**config.mk**
```make
export PLATFORM = sky130hd
export DESIGN_NAME = arb_mux_nx1
export DESIGN_NICKNAME = d
export VERILOG_FILES = /design/src/rtl/arb_mux_nx1_pkg.sv /design/src/rtl/arb_mux_nx1_rr_arbiter.sv /design/src/rtl/arb_mux_nx1.sv
export SDC_FILE = /design/constraint.sdc
export NUM_CORES = 1
export LEC_CHECK = 0
export ABC_AREA = 1
export CELL_PAD_IN_SITES_DETAIL_PLACEMENT = 0
export CELL_PAD_IN_SITES_GLOBAL_PLACEMENT = 1
export CORE_MARGIN = 2
export CORE_UTILIZATION = 25
export CTS_CLUSTER_SIZE = 40
export DETAILED_ROUTE_END_ITERATION = 8
export PLACE_DENSITY = 0.89
export SYNTH_ARGS = -nofsm -noshare
export SYNTH_HDL_FRONTEND = slang
export SYNTH_SLANG_ARGS = --single-unit
```
**constraint.sdc**
```tcl
create_clock -name clk -period 3.4 [get_ports clk]
set_input_delay 0.68 -clock clk [delete_from_list [all_inputs] [get_ports clk]]
set_output_delay 0.68 -clock clk [all_outputs]
set_load 0.05 [all_outputs]
```
**src/rtl/arb_mux_nx1_pkg.sv**
```systemverilog
// -----------------------------------------------------------------------------
// mips_mux_pkg
//
// Purpose:
//   Shared definitions for the N:1 arbitrated multiplexer (arb_mux_nx1) and its
//   combinational arbiter (rr_arbiter).
//
// Contents:
//   mux_mode_e  - arbitration policy selector
//                 MUX_MODE_FIXED (0): lowest asserted index wins
//                 MUX_MODE_RR    (1): round-robin starting at a moving pointer
//   sel_width() - width of a channel index; never narrower than one bit so that
//                 a single-channel instance still has a legal select bus
// -----------------------------------------------------------------------------
package mips_mux_pkg;

  typedef enum logic {
    MUX_MODE_FIXED = 1'b0,
    MUX_MODE_RR    = 1'b1
  } mux_mode_e;

  // Index width for n channels. $clog2(1) is 0, which would give a zero-width
  // select, so a single channel is forced up to one bit.
  function automatic int sel_width(input int n);
    return (n <= 1) ? 1 : $clog2(n);
  endfunction

endpackage

```
**src/rtl/arb_mux_nx1_rr_arbiter.sv**
```systemverilog
// -----------------------------------------------------------------------------
// rr_arbiter
//
// Purpose:
//   Purely combinational one-hot arbiter. Picks exactly one asserted request,
//   or none when no request is asserted.
//
// Parameters:
//   N     - number of requesters
//   MODE  - MUX_MODE_FIXED: lowest asserted index wins (ptr is ignored)
//           MUX_MODE_RR   : first asserted index at or above ptr, wrapping
//                           from N-1 back to 0
//
// Ports:
//   req   [N-1:0]    in   request vector, bit i belongs to requester i
//   ptr   [SELW-1:0] in   round-robin start index (only meaningful in RR mode)
//   grant [N-1:0]    out  one-hot grant, all-zero when req is all-zero
// -----------------------------------------------------------------------------
module rr_arbiter
  import mips_mux_pkg::*;
#(
  parameter  int        N    = 4,
  parameter  mux_mode_e MODE = MUX_MODE_FIXED,
  localparam int        SELW = sel_width(N)
) (
  input  logic [N-1:0]    req,
  input  logic [SELW-1:0] ptr,
  output logic [N-1:0]    grant
);

  // Fixed priority is just round-robin that always starts scanning at 0, so
  // both modes share one scan loop and differ only in the start index.
  logic [SELW-1:0] start;

  assign start = (MODE == MUX_MODE_RR) ? ptr : '0;

  // Scan all N positions beginning at the start index, wrapping modulo N.
  // The first asserted request seen takes the grant; 'found' blocks any later
  // hit so the result stays one-hot.
  always_comb begin
    int   idx;
    logic found;
    grant = '0;
    found = 1'b0;
    idx   = 0;
    for (int off = 0; off < N; off++) begin
      idx = (int'(start) + off) % N;
      if (!found && req[idx]) begin
        grant[idx] = 1'b1;
        found      = 1'b1;
      end
    end
  end

endmodule

```
**src/rtl/arb_mux_nx1.sv**
```systemverilog
// -----------------------------------------------------------------------------
// arb_mux_nx1
//
// Purpose:
//   N-input to 1-output arbitrated multiplexer with valid/ready handshakes on
//   every channel and a single registered output stage. One beat per cycle
//   can flow through when downstream keeps out_ready high.
//
// Parameters:
//   WIDTH - data bits per channel (>= 1)
//   N     - number of input channels (>= 1)
//   MODE  - MUX_MODE_FIXED (lowest index wins) or MUX_MODE_RR (round-robin)
//
// Ports:
//   clk        in   1          rising-edge clock
//   rst_n      in   1          asynchronous, active-low reset
//   in_valid   in   N          per-channel request
//   in_data    in   N*WIDTH    packed data, channel i at [i*WIDTH +: WIDTH]
//   in_ready   out  N          per-channel accept (one-hot or zero)
//   out_valid  out  1          output register holds a beat
//   out_data   out  WIDTH      data of the held beat
//   out_sel    out  SELW       channel index that supplied the held beat
//   out_ready  in   1          downstream accept
// -----------------------------------------------------------------------------
module arb_mux_nx1
  import mips_mux_pkg::*;
#(
  parameter  int        WIDTH = 32,
  parameter  int        N     = 4,
  parameter  mux_mode_e MODE  = MUX_MODE_FIXED,
  localparam int        SELW  = sel_width(N)
) (
  input  logic                 clk,
  input  logic                 rst_n,
  input  logic [N-1:0]         in_valid,
  input  logic [N*WIDTH-1:0]   in_data,
  output logic [N-1:0]         in_ready,
  output logic                 out_valid,
  output logic [WIDTH-1:0]     out_data,
  output logic [SELW-1:0]      out_sel,
  input  logic                 out_ready
);

  logic [SELW-1:0]  ptr;
  logic [N-1:0]     grant;
  logic             load;
  logic             xfer;
  logic [SELW-1:0]  grant_idx;
  logic [WIDTH-1:0] grant_data;

  rr_arbiter #(
    .N    (N),
    .MODE (MODE)
  ) u_arbiter (
    .req   (in_valid),
    .ptr   (ptr),
    .grant (grant)
  );

  // The output register can take a new beat when it is empty or when its
  // current beat leaves this same cycle; the latter gives back-to-back
  // throughput with no bubble. in_ready is additionally forced low while
  // reset is held, because an empty register would otherwise look ready.
  assign load     = !out_valid || out_ready;
  assign in_ready = (rst_n && load) ? grant : '0;
  assign xfer     = |in_ready;

  // Turn the one-hot grant into an index and pick that channel's data. The
  // grant never depends on in_data, so the data path cannot feed back into
  // the handshake.
  always_comb begin
    grant_idx  = '0;
    grant_data = '0;
    for (int i = 0; i < N; i++) begin
      if (grant[i]) begin
        grant_idx  = SELW'(i);
        grant_data = in_data[i*WIDTH +: WIDTH];
      end
    end
  end

  // Output stage. An accepted input always overwrites the held beat (which
  // has either already left or is leaving now). With no new beat, a
  // downstream accept just empties the stage; data and index are left as
  // they were. With no accept, everything holds.
  always_ff @(posedge clk or negedge rst_n) begin
    if (!rst_n) begin
      out_valid <= 1'b0;
      out_data  <= '0;
      out_sel   <= '0;
    end else if (xfer) begin
      out_valid <= 1'b1;
      out_data  <= grant_data;
      out_sel   <= grant_idx;
    end else if (out_ready) begin
      out_valid <= 1'b0;
    end
  end

  // Round-robin pointer: after every accepted beat it moves to the channel
  // just past the winner, so the winner becomes lowest priority next time.
  // In fixed mode there is nothing to remember and the pointer is tied to 0.
  if (MODE == MUX_MODE_RR) begin : g_rr_ptr
    always_ff @(posedge clk or negedge rst_n) begin
      if (!rst_n) begin
        ptr <= '0;
      end else if (xfer) begin
        ptr <= (int'(grant_idx) == N - 1) ? '0 : grant_idx + SELW'(1);
      end
    end
  end else begin : g_fixed_ptr
    assign ptr = '0;
  end

endmodule

```
==> results of run 1 <==
-- layer usage --
metal,track usage (%),vias to the layer above
li1,-,1656
met1,21.7,1515
met4,4.73,2
met5,0,-
met2,34.9,179
met3,5.90,18
-- worst min path at each step --
stage	startpoint	endpoint	slack, ns
floorplan	rst_n	out_data[0]$_DFFE_PN0P_	0.38
global placement	out_data[28]$_DFFE_PN0P_	out_data[28]$_DFFE_PN0P_	0.46
detailed placement	out_data[8]$_DFFE_PN0P_	out_data[8]$_DFFE_PN0P_	0.46
CTS	out_data[8]$_DFFE_PN0P_	out_data[8]$_DFFE_PN0P_	0.48
global route	rst_n	out_data[19]$_DFFE_PN0P_	0.51
finish	rst_n	out_data[21]$_DFFE_PN0P_	0.47
-- flip-flops by register name (all words and copies together) (netlist names) --
name,cells
out_data,32
out_valid,1
out_sel,2
-- worst reg2reg max path, delay by kind of cell (launching register included) --
family                 cells  cell delay, ns
buffers and inverters      2            0.56
and+or+nand+nor            5            0.62
DFF                        1            0.40
-- logic make-up after synthesis --
logic type | share of synthesized area, %
and+or+nand+nor | 51.7
buffers and inverters | 14.7
DFF | 33.0
AOI/OAI and AO/OA | 0.566
-- final cells by class --
class / instances / area, um2
Timing Repair Buffer: 183 / 1830
Fill cell: 1053 / 5800
Multi-Input combinational cell: 306 / 1390
Inverter: 40 / 150
Tap cell: 136 / 170
Clock buffer: 5 / 68.8
Sequential cell: 35 / 876
Clock inverter: 3 / 43.8
-- power breakdown --
group          total (mW)  switching, mW  internal [mW]
sequential          0.528         0.0428          0.485
combinational       0.814          0.486          0.328
clock               0.376          0.158          0.218
-- cells in the mapped netlist (2+ instances only) --
cell type | number | share of area (%)
inv_1 | 37 | 5.2
clkbuf_1 | 6 | 0.85
nand3_1 | 97 | 18
nand2_1 | 163 | 23
o21ai_0 | 2 | 0.38
buf_6 | 10 | 4.2
nor2_1 | 6 | 0.85
inv_2 | 3 | 0.42
buf_2 | 15 | 2.8
buf_4 | 4 | 1.1
nand4_1 | 32 | 7.5
dfrtp_1 | 35 | 33
-- stage by stage --
step	setup slack [ns]	total power, mW
2_1_floorplan	0.168	0.984
4_1_cts	0.551	1.74
6_report	0.516	1.72
3_5_place_dp	0.557	1.35
3_3_place_gp	0.601	1.35
5_1_grt	0.405	1.82
==> impl_metrics.json, run 1 <==
{
  "run_status": "complete, no violations",
  "dpl.hpwl_um": 8070,
  "path_buf_inv": 3,
  "drt_iter0_drc": 159,
  "netlist_area_mm2": 0.00265,
  "fp.dieW_um": 107,
  "syn_nets": 551,
  "grt_remaining_overflow": 0,
  "min_period_over_period_pct": 84.8,
  "crit_cells": 6,
  "crit_end": "in_ready[2]",
  "max-cap-violations": 0,
  "area_growth_pct": 70.6,
  "hold_violations": 0,
  "wl_met3_um": 1130,
  "synthArstFlopShare_pct": 100,
  "hold_class": "in -> async",
  "drive_above_1_share_pct": 5.42,
  "path_common_cell": "nor2_1",
  "cts_resized": 0,
  "worstMarginPinSlew_ns": 0.821,
  "timing.rr.end": "out_data[0]$_DFFE_PN0P_",
  "cts_buffers": 5,
  "ant_nets": 0,
  "die_height_um": 107,
  "rsz0062_at_grt": "false",
  "drt-total-wl_um": 10900,
  "clkTransAtPathRegs_ns": 0.08,
  "cts_buffer_depth": 2,
  "mostFrequentLayoutCells": "clkdlybuf4s50_1, nand2_1, nand3_1, inv_1, dfrtp_1",
  "synth_cell_types": 18,
  "finalSetupViolCount": 0,
  "syn-instance-count": 416,
  "post_cts_buffers": 0,
  "yosysSeqAreaShare_pct": 33.0,
  "powerDensity_mw_per_mm2": 379,
  "place.gp.congestion": 0.817,
  "cts_hold_buf": 0,
  "die-area_mm2": 0.0115,
  "vdd_drop_max_mv": 0.180,
  "syn_avg_cell_area_um2": 6.38,
  "drc": 0,
  "track_usage_pct": 19.2,
  "p_leak_nw": 2.15,
  "place_area_mm2": 0.00442,
  "dp_cells": 700,
  "slew_violations": 0,
  "hold_ws_ns": 0.473,
  "cts_tree": "built",
  "start_kind": "input pin",
  "end_kind": "output pin",
  "synthFlopType": "dfrtp_1",
  "arrival_ns": 2.20,
  "ff2ff_setup_slack_ns": 1.75,
  "io_buffers": 173,
  "first_pass_iters": 4,
  "vias": 3370,
  "initial_core_util_pct": 25.7,
  "ys_seq_elements": 35,
  "vias_per_cell": 4.76,
  "path_delay_family": "buffers and inverters",
  "crit_required_ns": 2.72,
  "worstPathCellList": "clkdlybuf4s50_1, nor2_1, nor2_1, inv_1, nor4_1, buf_12",
  "insertion_delay_ns": 0.29,
  "n_antenna_cell": 0,
  "crit_type": "in -> out",
  "core_area_mm2": 0.0103,
  "period_minus_slack_ns": 2.88,
  "slowest_stage": "clkdlybuf4s50_1",
  "dr_wl_met2_um": 5240,
  "synth_edf_count": 0,
  "grt_pass1_wl_um": 17200,
  "fin_nets": 706,
  "utilization_pct": 43.9,
  "topRoutingLayerUsed": "met5",
  "cts-root-buf": "clkbuf_8",
  "skew_ns": 0.00874,
  "grt_antenna_before_repair": 1,
  "critPathLaunch": "out_ready",
  "r2r-start": "out_valid$_DFFE_PN0P_",
  "ys_warn_count": 0,
  "slew_headroom_pct": 45.3,
  "cts_sinks": 35,
  "fin_cells": 708,
  "cts_max_level": 2,
  "tns_ns": 0,
  "crit_fanout": 5,
  "wl_met1_um": 4320,
  "final_common_cell": "clkdlybuf4s50_1",
  "ios": 174,
  "num_rows": 37,
  "fin_area_mm2": 0.00453,
  "drt-wirelength-per-cell_um": 15.4,
  "max_stage_delay_ns": 0.47,
  "rr_worst_depth": 7,
  "grt_pass1_vias": 3473,
  "fmax_ghz": 0.347,
  "grt_start_max_net_pins": 41
}
(Power assumes the default switching activity.)
==> inputs of run 2 (changes only) <==
--- a/config.mk
+++ b/config.mk
@@ -9,10 +9,10 @@
 export CELL_PAD_IN_SITES_DETAIL_PLACEMENT = 0
 export CELL_PAD_IN_SITES_GLOBAL_PLACEMENT = 1
 export CORE_MARGIN = 2
-export CORE_UTILIZATION = 25
+export CORE_UTILIZATION = 23
 export CTS_CLUSTER_SIZE = 40
 export DETAILED_ROUTE_END_ITERATION = 8
-export PLACE_DENSITY = 0.89
+export PLACE_DENSITY = 0.83
 export SYNTH_ARGS = -nofsm -noshare
 export SYNTH_HDL_FRONTEND = slang
 export SYNTH_SLANG_ARGS = --single-unit
==> constraint.sdc (replaced) <==
create_clock -name clk -period 2.95 [get_ports clk]
set_input_delay 0.59 -clock clk [delete_from_list [all_inputs] [get_ports clk]]
set_output_delay 0.59 -clock clk [all_outputs]
set_load 0.05 [all_outputs]
==> run 2 against run 1 <==
Count of clock-buffer cells in the layout is 1 higher. Worst hold slack worse by 0.074 ns. Sequential power is 15% higher. Global-route usage is 2.0 points lower. Cell count is 0.85% higher. Sequential share of layout area is 0.16 points lower. Flip-flop and latch count stayed put. Non-clock buffer count is 1 higher. First-iteration DRC count is 14% lower. Core utilization is 3.5 points lower. Die area is 8.4% higher. Critical path depth stayed put. Critical path type unchanged. Critical endpoint is now in_ready[1]. Highest routed layer is now met4.
==> impl_metrics.json, run 2 (synthesis gave the netlist of run 1 again) <==
{
  "worstPathCellList": "clkdlybuf4s50_1, nor2_1, nor2_1, inv_1, nor3_1, buf_12",
  "n_antenna_cell": 0,
  "utilization_pct": 40.3,
  "slew_headroom_pct": 59.4,
  "period_minus_slack_ns": 2.52,
  "cts_tree": "built",
  "cts-root-buf": "clkbuf_16",
  "fp.dieW_um": 111,
  "max_stage_delay_ns": 0.47,
  "top_regs": "out_data (32), out_sel (2), out_valid (1)",
  "cts_resized": 0,
  "place.gp.congestion": 0.817,
  "finalSetupViolCount": 0,
  "insertion_delay_ns": 0.27,
  "powerDensity_mw_per_mm2": 443,
  "max-cap-violations": 0,
  "mostFrequentLayoutCells": "clkdlybuf4s50_1, nand2_1, nand3_1, inv_1, dfrtp_1",
  "cts_buffer_depth": 2,
  "vias": 3340,
  "dpl.hpwl_um": 7810,
  "min_period_over_period_pct": 85.4,
  "p_leak_nw": 2.16,
  "cts_sinks": 35,
  "skew_ns": 0.00159,
  "ant_nets": 0,
  "core_area_mm2": 0.0113,
  "start_kind": "input pin",
  "grt_antenna_before_repair": 0,
  "hold_class": "in -> async",
  "slowest_stage": "clkdlybuf4s50_1",
  "clkTransAtPathRegs_ns": 0.05,
  "drive_above_1_share_pct": 5.25,
  "drt-wirelength-per-cell_um": 15.1,
  "cts_hold_buf": 0,
  "end_kind": "output pin",
  "arrival_ns": 1.93,
  "ios": 174,
  "tns_ns": 0,
  "slew_violations": 0,
  "die_height_um": 111,
  "vias_per_cell": 4.68,
  "num_rows": 39,
  "area_growth_pct": 72.1,
  "io_buffers": 173,
  "cts_max_level": 2,
  "crit_fanout": 5,
  "first_pass_iters": 4,
  "grt_pass1_wl_um": 17300,
  "post_cts_buffers": 0,
  "die-area_mm2": 0.0124,
  "drt-total-wl_um": 10800,
  "largest_reg_flops": 32,
  "rsz0062_at_grt": "false",
  "run_status": "complete, no violations",
  "drc": 0,
  "track_usage_pct": 17.2,
  "grt_pass1_vias": 3478,
  "fin_nets": 707,
  "top_register": "out_data",
  "path_common_cell": "nor2_1",
  "crit_required_ns": 2.36,
  "crit_type": "in -> out",
  "worstMarginPinSlew_ns": 0.608,
  "cts_buffers": 5,
  "final_common_cell": "clkdlybuf4s50_1",
  "vdd_drop_max_mv": 0.213,
  "grt_remaining_overflow": 0,
  "fmax_ghz": 0.397,
  "initial_core_util_pct": 23.4,
  "grt_start_max_net_pins": 41,
  "dp_cells": 708,
  "hold_violations": 0,
  "fin_cells": 714,
  "drt_iter0_drc": 137
}
## run 2: cell count changes in the layout (fill, tap and decap cells not counted), sizes merged
cell,delta
clkinv,-2
buf,+1
bufinv,-1
clkbuf,+1
## run 2: worst max-delay path: cells and delay by family
| family | cells | cell delay, ns |
|---|---|---|
| AND/OR/NAND/NOR | 3 | 0.54 |
| buffers and inverters | 3 | 0.80 |
## run 2: through the flow
stage / hold slack (ns) / cell area, um2 / total power, mW / setup slack, ns
final: 0.399 / 4570 / 2.02 / 0.431
after global routing: 0.440 / 4570 / 2.14 / 0.334
after CTS: 0.417 / 4570 / 2.06 / 0.424
after detailed placement: 0.464 / 4440 / 1.56 / 0.422
after global placement: 0.463 / 4440 / 1.55 / 0.441
after floorplan: 0.294 / 2660 / 1.13 / 0.281
## run 2: worst paths after layout
kind,cells after the start,end,startpoint,slack (ns)
max,6,in_ready[1],out_ready,0.43
max in group asynchronous,2,out_data[24]$_DFFE_PN0P_,rst_n,2.22
min,2,out_data[12]$_DFFE_PN0P_,rst_n,0.40
min reg2reg,2,out_data[30]$_DFFE_PN0P_,out_data[30]$_DFFE_PN0P_,0.48
max reg2reg,7,out_data[27]$_DFFE_PN0P_,out_valid$_DFFE_PN0P_,1.46
min in group clk,2,out_data[30]$_DFFE_PN0P_,out_data[30]$_DFFE_PN0P_,0.48
## run 2: cell type report
type / instances / area (um2)
well taps: 143 / 179
repair buffers: 184 / 1840
inverters: 40 / 150
clock buffers: 6 / 129
multi-input cells: 306 / 1390
flip-flops and latches: 35 / 876
fillers: 1192 / 6750
## run 2: per-layer routing
metal | part of all wire, % | global-route usage [%] | vias to the layer above
met5 | 0 | 0 | -
met1 | 41 | 20.7 | 1517
met2 | 48 | 30.2 | 148
met4 | 1.8 | 4.94 | 0
met3 | 8.4 | 4.57 | 22
li1 | - | - | 1653
## run 2: where the power goes
group | switching [mW] | internal, mW | total [mW]
clock | 0.177 | 0.303 | 0.480
sequential | 0.0450 | 0.561 | 0.606
combinational | 0.560 | 0.378 | 0.938
==> inputs of run 3 (changes only) <==
--- a/config.mk
+++ b/config.mk
@@ -12,6 +12,7 @@
 export CORE_UTILIZATION = 23
 export CTS_CLUSTER_SIZE = 40
 export DETAILED_ROUTE_END_ITERATION = 8
+export MAX_ROUTING_LAYER = met4
 export PLACE_DENSITY = 0.83
 export SYNTH_ARGS = -nofsm -noshare
 export SYNTH_HDL_FRONTEND = slang
==> run 3 against run 2 <==
Combinational power barely moved. Via count shrank 0.84%. Count of clock-buffer cells in the layout stayed put. First-iteration DRC count is 0.73% lower. Sequential power about the same. Largest cell class unchanged.
==> impl_metrics.json, run 3 (synthesis gave the netlist of run 1 again) <==
{
  "run_status": "complete, no violations",
  "insertion_delay_ns": 0.27,
  "clkTransAtPathRegs_ns": 0.05,
  "cts_hold_buf": 0,
  "fmax_ghz": 0.397,
  "drt-total-wl_um": 10800,
  "hold_violations": 0,
  "fin_cells": 714,
  "grt.met1_usage_pct": 20.9,
  "grtUsageMet3_pct": 4.30,
  "vdd_drop_max_mv": 0.213,
  "p_total_mw": 2.03,
  "cts_sinks": 35,
  "slew_headroom_pct": 58.3,
  "drive_above_1_share_pct": 5.25,
  "fin_nets": 707,
  "combinationalPowerShare_pct": 46.3,
  "p_leak_nw": 2.16,
  "met2_usage_pct": 30.2,
  "core_area_mm2": 0.0113,
  "post_cts_buffers": 0,
  "powerDensity_mw_per_mm2": 444,
  "grt_start_max_net_pins": 41,
  "cts_max_level": 2,
  "n_antenna_cell": 0,
  "cts_tree": "built",
  "busiest_layer": "met2",
  "ff2ff_setup_slack_ns": 1.45,
  "num_rows": 39,
  "drt_iter0_drc": 136,
  "die-area_mm2": 0.0124,
  "io_buffers": 173,
  "slew_violations": 0,
  "die_height_um": 111,
  "place.gp.congestion": 0.829,
  "drt-wirelength-per-cell_um": 15.1,
  "mostFrequentLayoutCells": "clkdlybuf4s50_1, nand2_1, nand3_1, inv_1, dfrtp_1",
  "p_clk_share_pct": 23.8,
  "hold_class": "in -> async",
  "top_register": "out_data",
  "crit_required_ns": 2.36,
  "timing.rr.end": "out_data[27]$_DFFE_PN0P_",
  "grt_pass1_vias": 3480,
  "drc": 0,
  "p_seq_share_pct": 29.9,
  "end_kind": "output pin",
  "tns_ns": 0,
  "min_period_over_period_pct": 85.4,
  "top_regs": "out_data (32), out_sel (2), out_valid (1)",
  "initial_core_util_pct": 23.4,
  "rr_worst_depth": 7,
  "fin_area_mm2": 0.00457,
  "ios": 174,
  "dpl.hpwl_um": 7810,
  "max-cap-violations": 0,
  "cts_buffers": 5,
  "cts_resized": 0,
  "utilization_pct": 40.3,
  "grt_remaining_overflow": 0,
  "cts-root-buf": "clkbuf_16",
  "skew_ns": 0.00285,
  "place_area_mm2": 0.00444,
  "vias": 3312,
  "crit_type": "in -> out",
  "r2r-start": "out_valid$_DFFE_PN0P_",
  "switchingPower_mw": 0.784,
  "fp.dieW_um": 111,
  "swShare_pct": 38.7,
  "grt_pass1_wl_um": 17300,
  "first_pass_iters": 4,
  "dp_cells": 708,
  "start_kind": "input pin",
  "crit_fanout": 5,
  "worstMarginPinSlew_ns": 0.625,
  "cts_buffer_depth": 2,
  "grt_antenna_before_repair": 0,
  "p_int_mw": 1.24,
  "period_minus_slack_ns": 2.52,
  "track_usage_pct": 17.7,
  "ant_nets": 0,
  "vias_per_cell": 4.64,
  "arrival_ns": 1.93,
  "final_common_cell": "clkdlybuf4s50_1",
  "largest_reg_flops": 32,
  "rsz0062_at_grt": "false",
  "finalSetupViolCount": 0,
  "area_growth_pct": 72.1
}
run 3: critical path, stage by stage:
cell and delay [ns]:
clkdlybuf4s50_1 0.47, nor2_1 0.05, nor2_1 0.19, inv_1 0.14, nor3_1 0.30, buf_12 0.19
run 3: cell type report:
type                    instances  area, um2
inverters                      40        150
flip-flops and latches         35        876
fillers                      1192       6750
multi-input cells             306       1390
clock buffers                   6        129
well taps                     143        179
repair buffers                184       1840
run 3: layer usage:
metal / up-vias / routed length, um
met2: 139 / 5210
met4: 0 / 190
met5: - / 0
met3: 20 / 786
met1: 1500 / 4570
li1: 1653 / -
run 3: how the worst max path moves through the flow:
stage	start	to	depth (start not counted)
after CTS	out_ready	in_ready[1]	6
after floorplan	out_valid$_DFFE_PN0P_	in_ready[1]	5
after global routing	out_ready	in_ready[1]	6
after detailed placement	out_ready	in_ready[1]	6
final	out_ready	in_ready[1]	6
after global placement	out_ready	in_ready[1]	6
run 3: power groups by stage:
| stage | Combinational [mW] | Clock, mW | Sequential [mW] |
|---|---|---|---|
| 3_3_place_gp | 0.939 | 0 | 0.611 |
| 3_5_place_dp | 0.944 | 0 | 0.612 |
| 6_report | 0.938 | 0.482 | 0.606 |
| 5_1_grt | 1.00 | 0.522 | 0.615 |
| 4_1_cts | 0.948 | 0.508 | 0.606 |
| 2_1_floorplan | 0.241 | 0 | 0.894 |
run 3: through the flow:
| step | hold slack (ns) | worst slack [ns] |
|---|---|---|
| after floorplan | 0.294 | 0.281 |
| after global placement | 0.463 | 0.441 |
| after detailed placement | 0.464 | 0.422 |
| after CTS | 0.417 | 0.424 |
| after global routing | 0.440 | 0.334 |
| final | 0.398 | 0.432 |
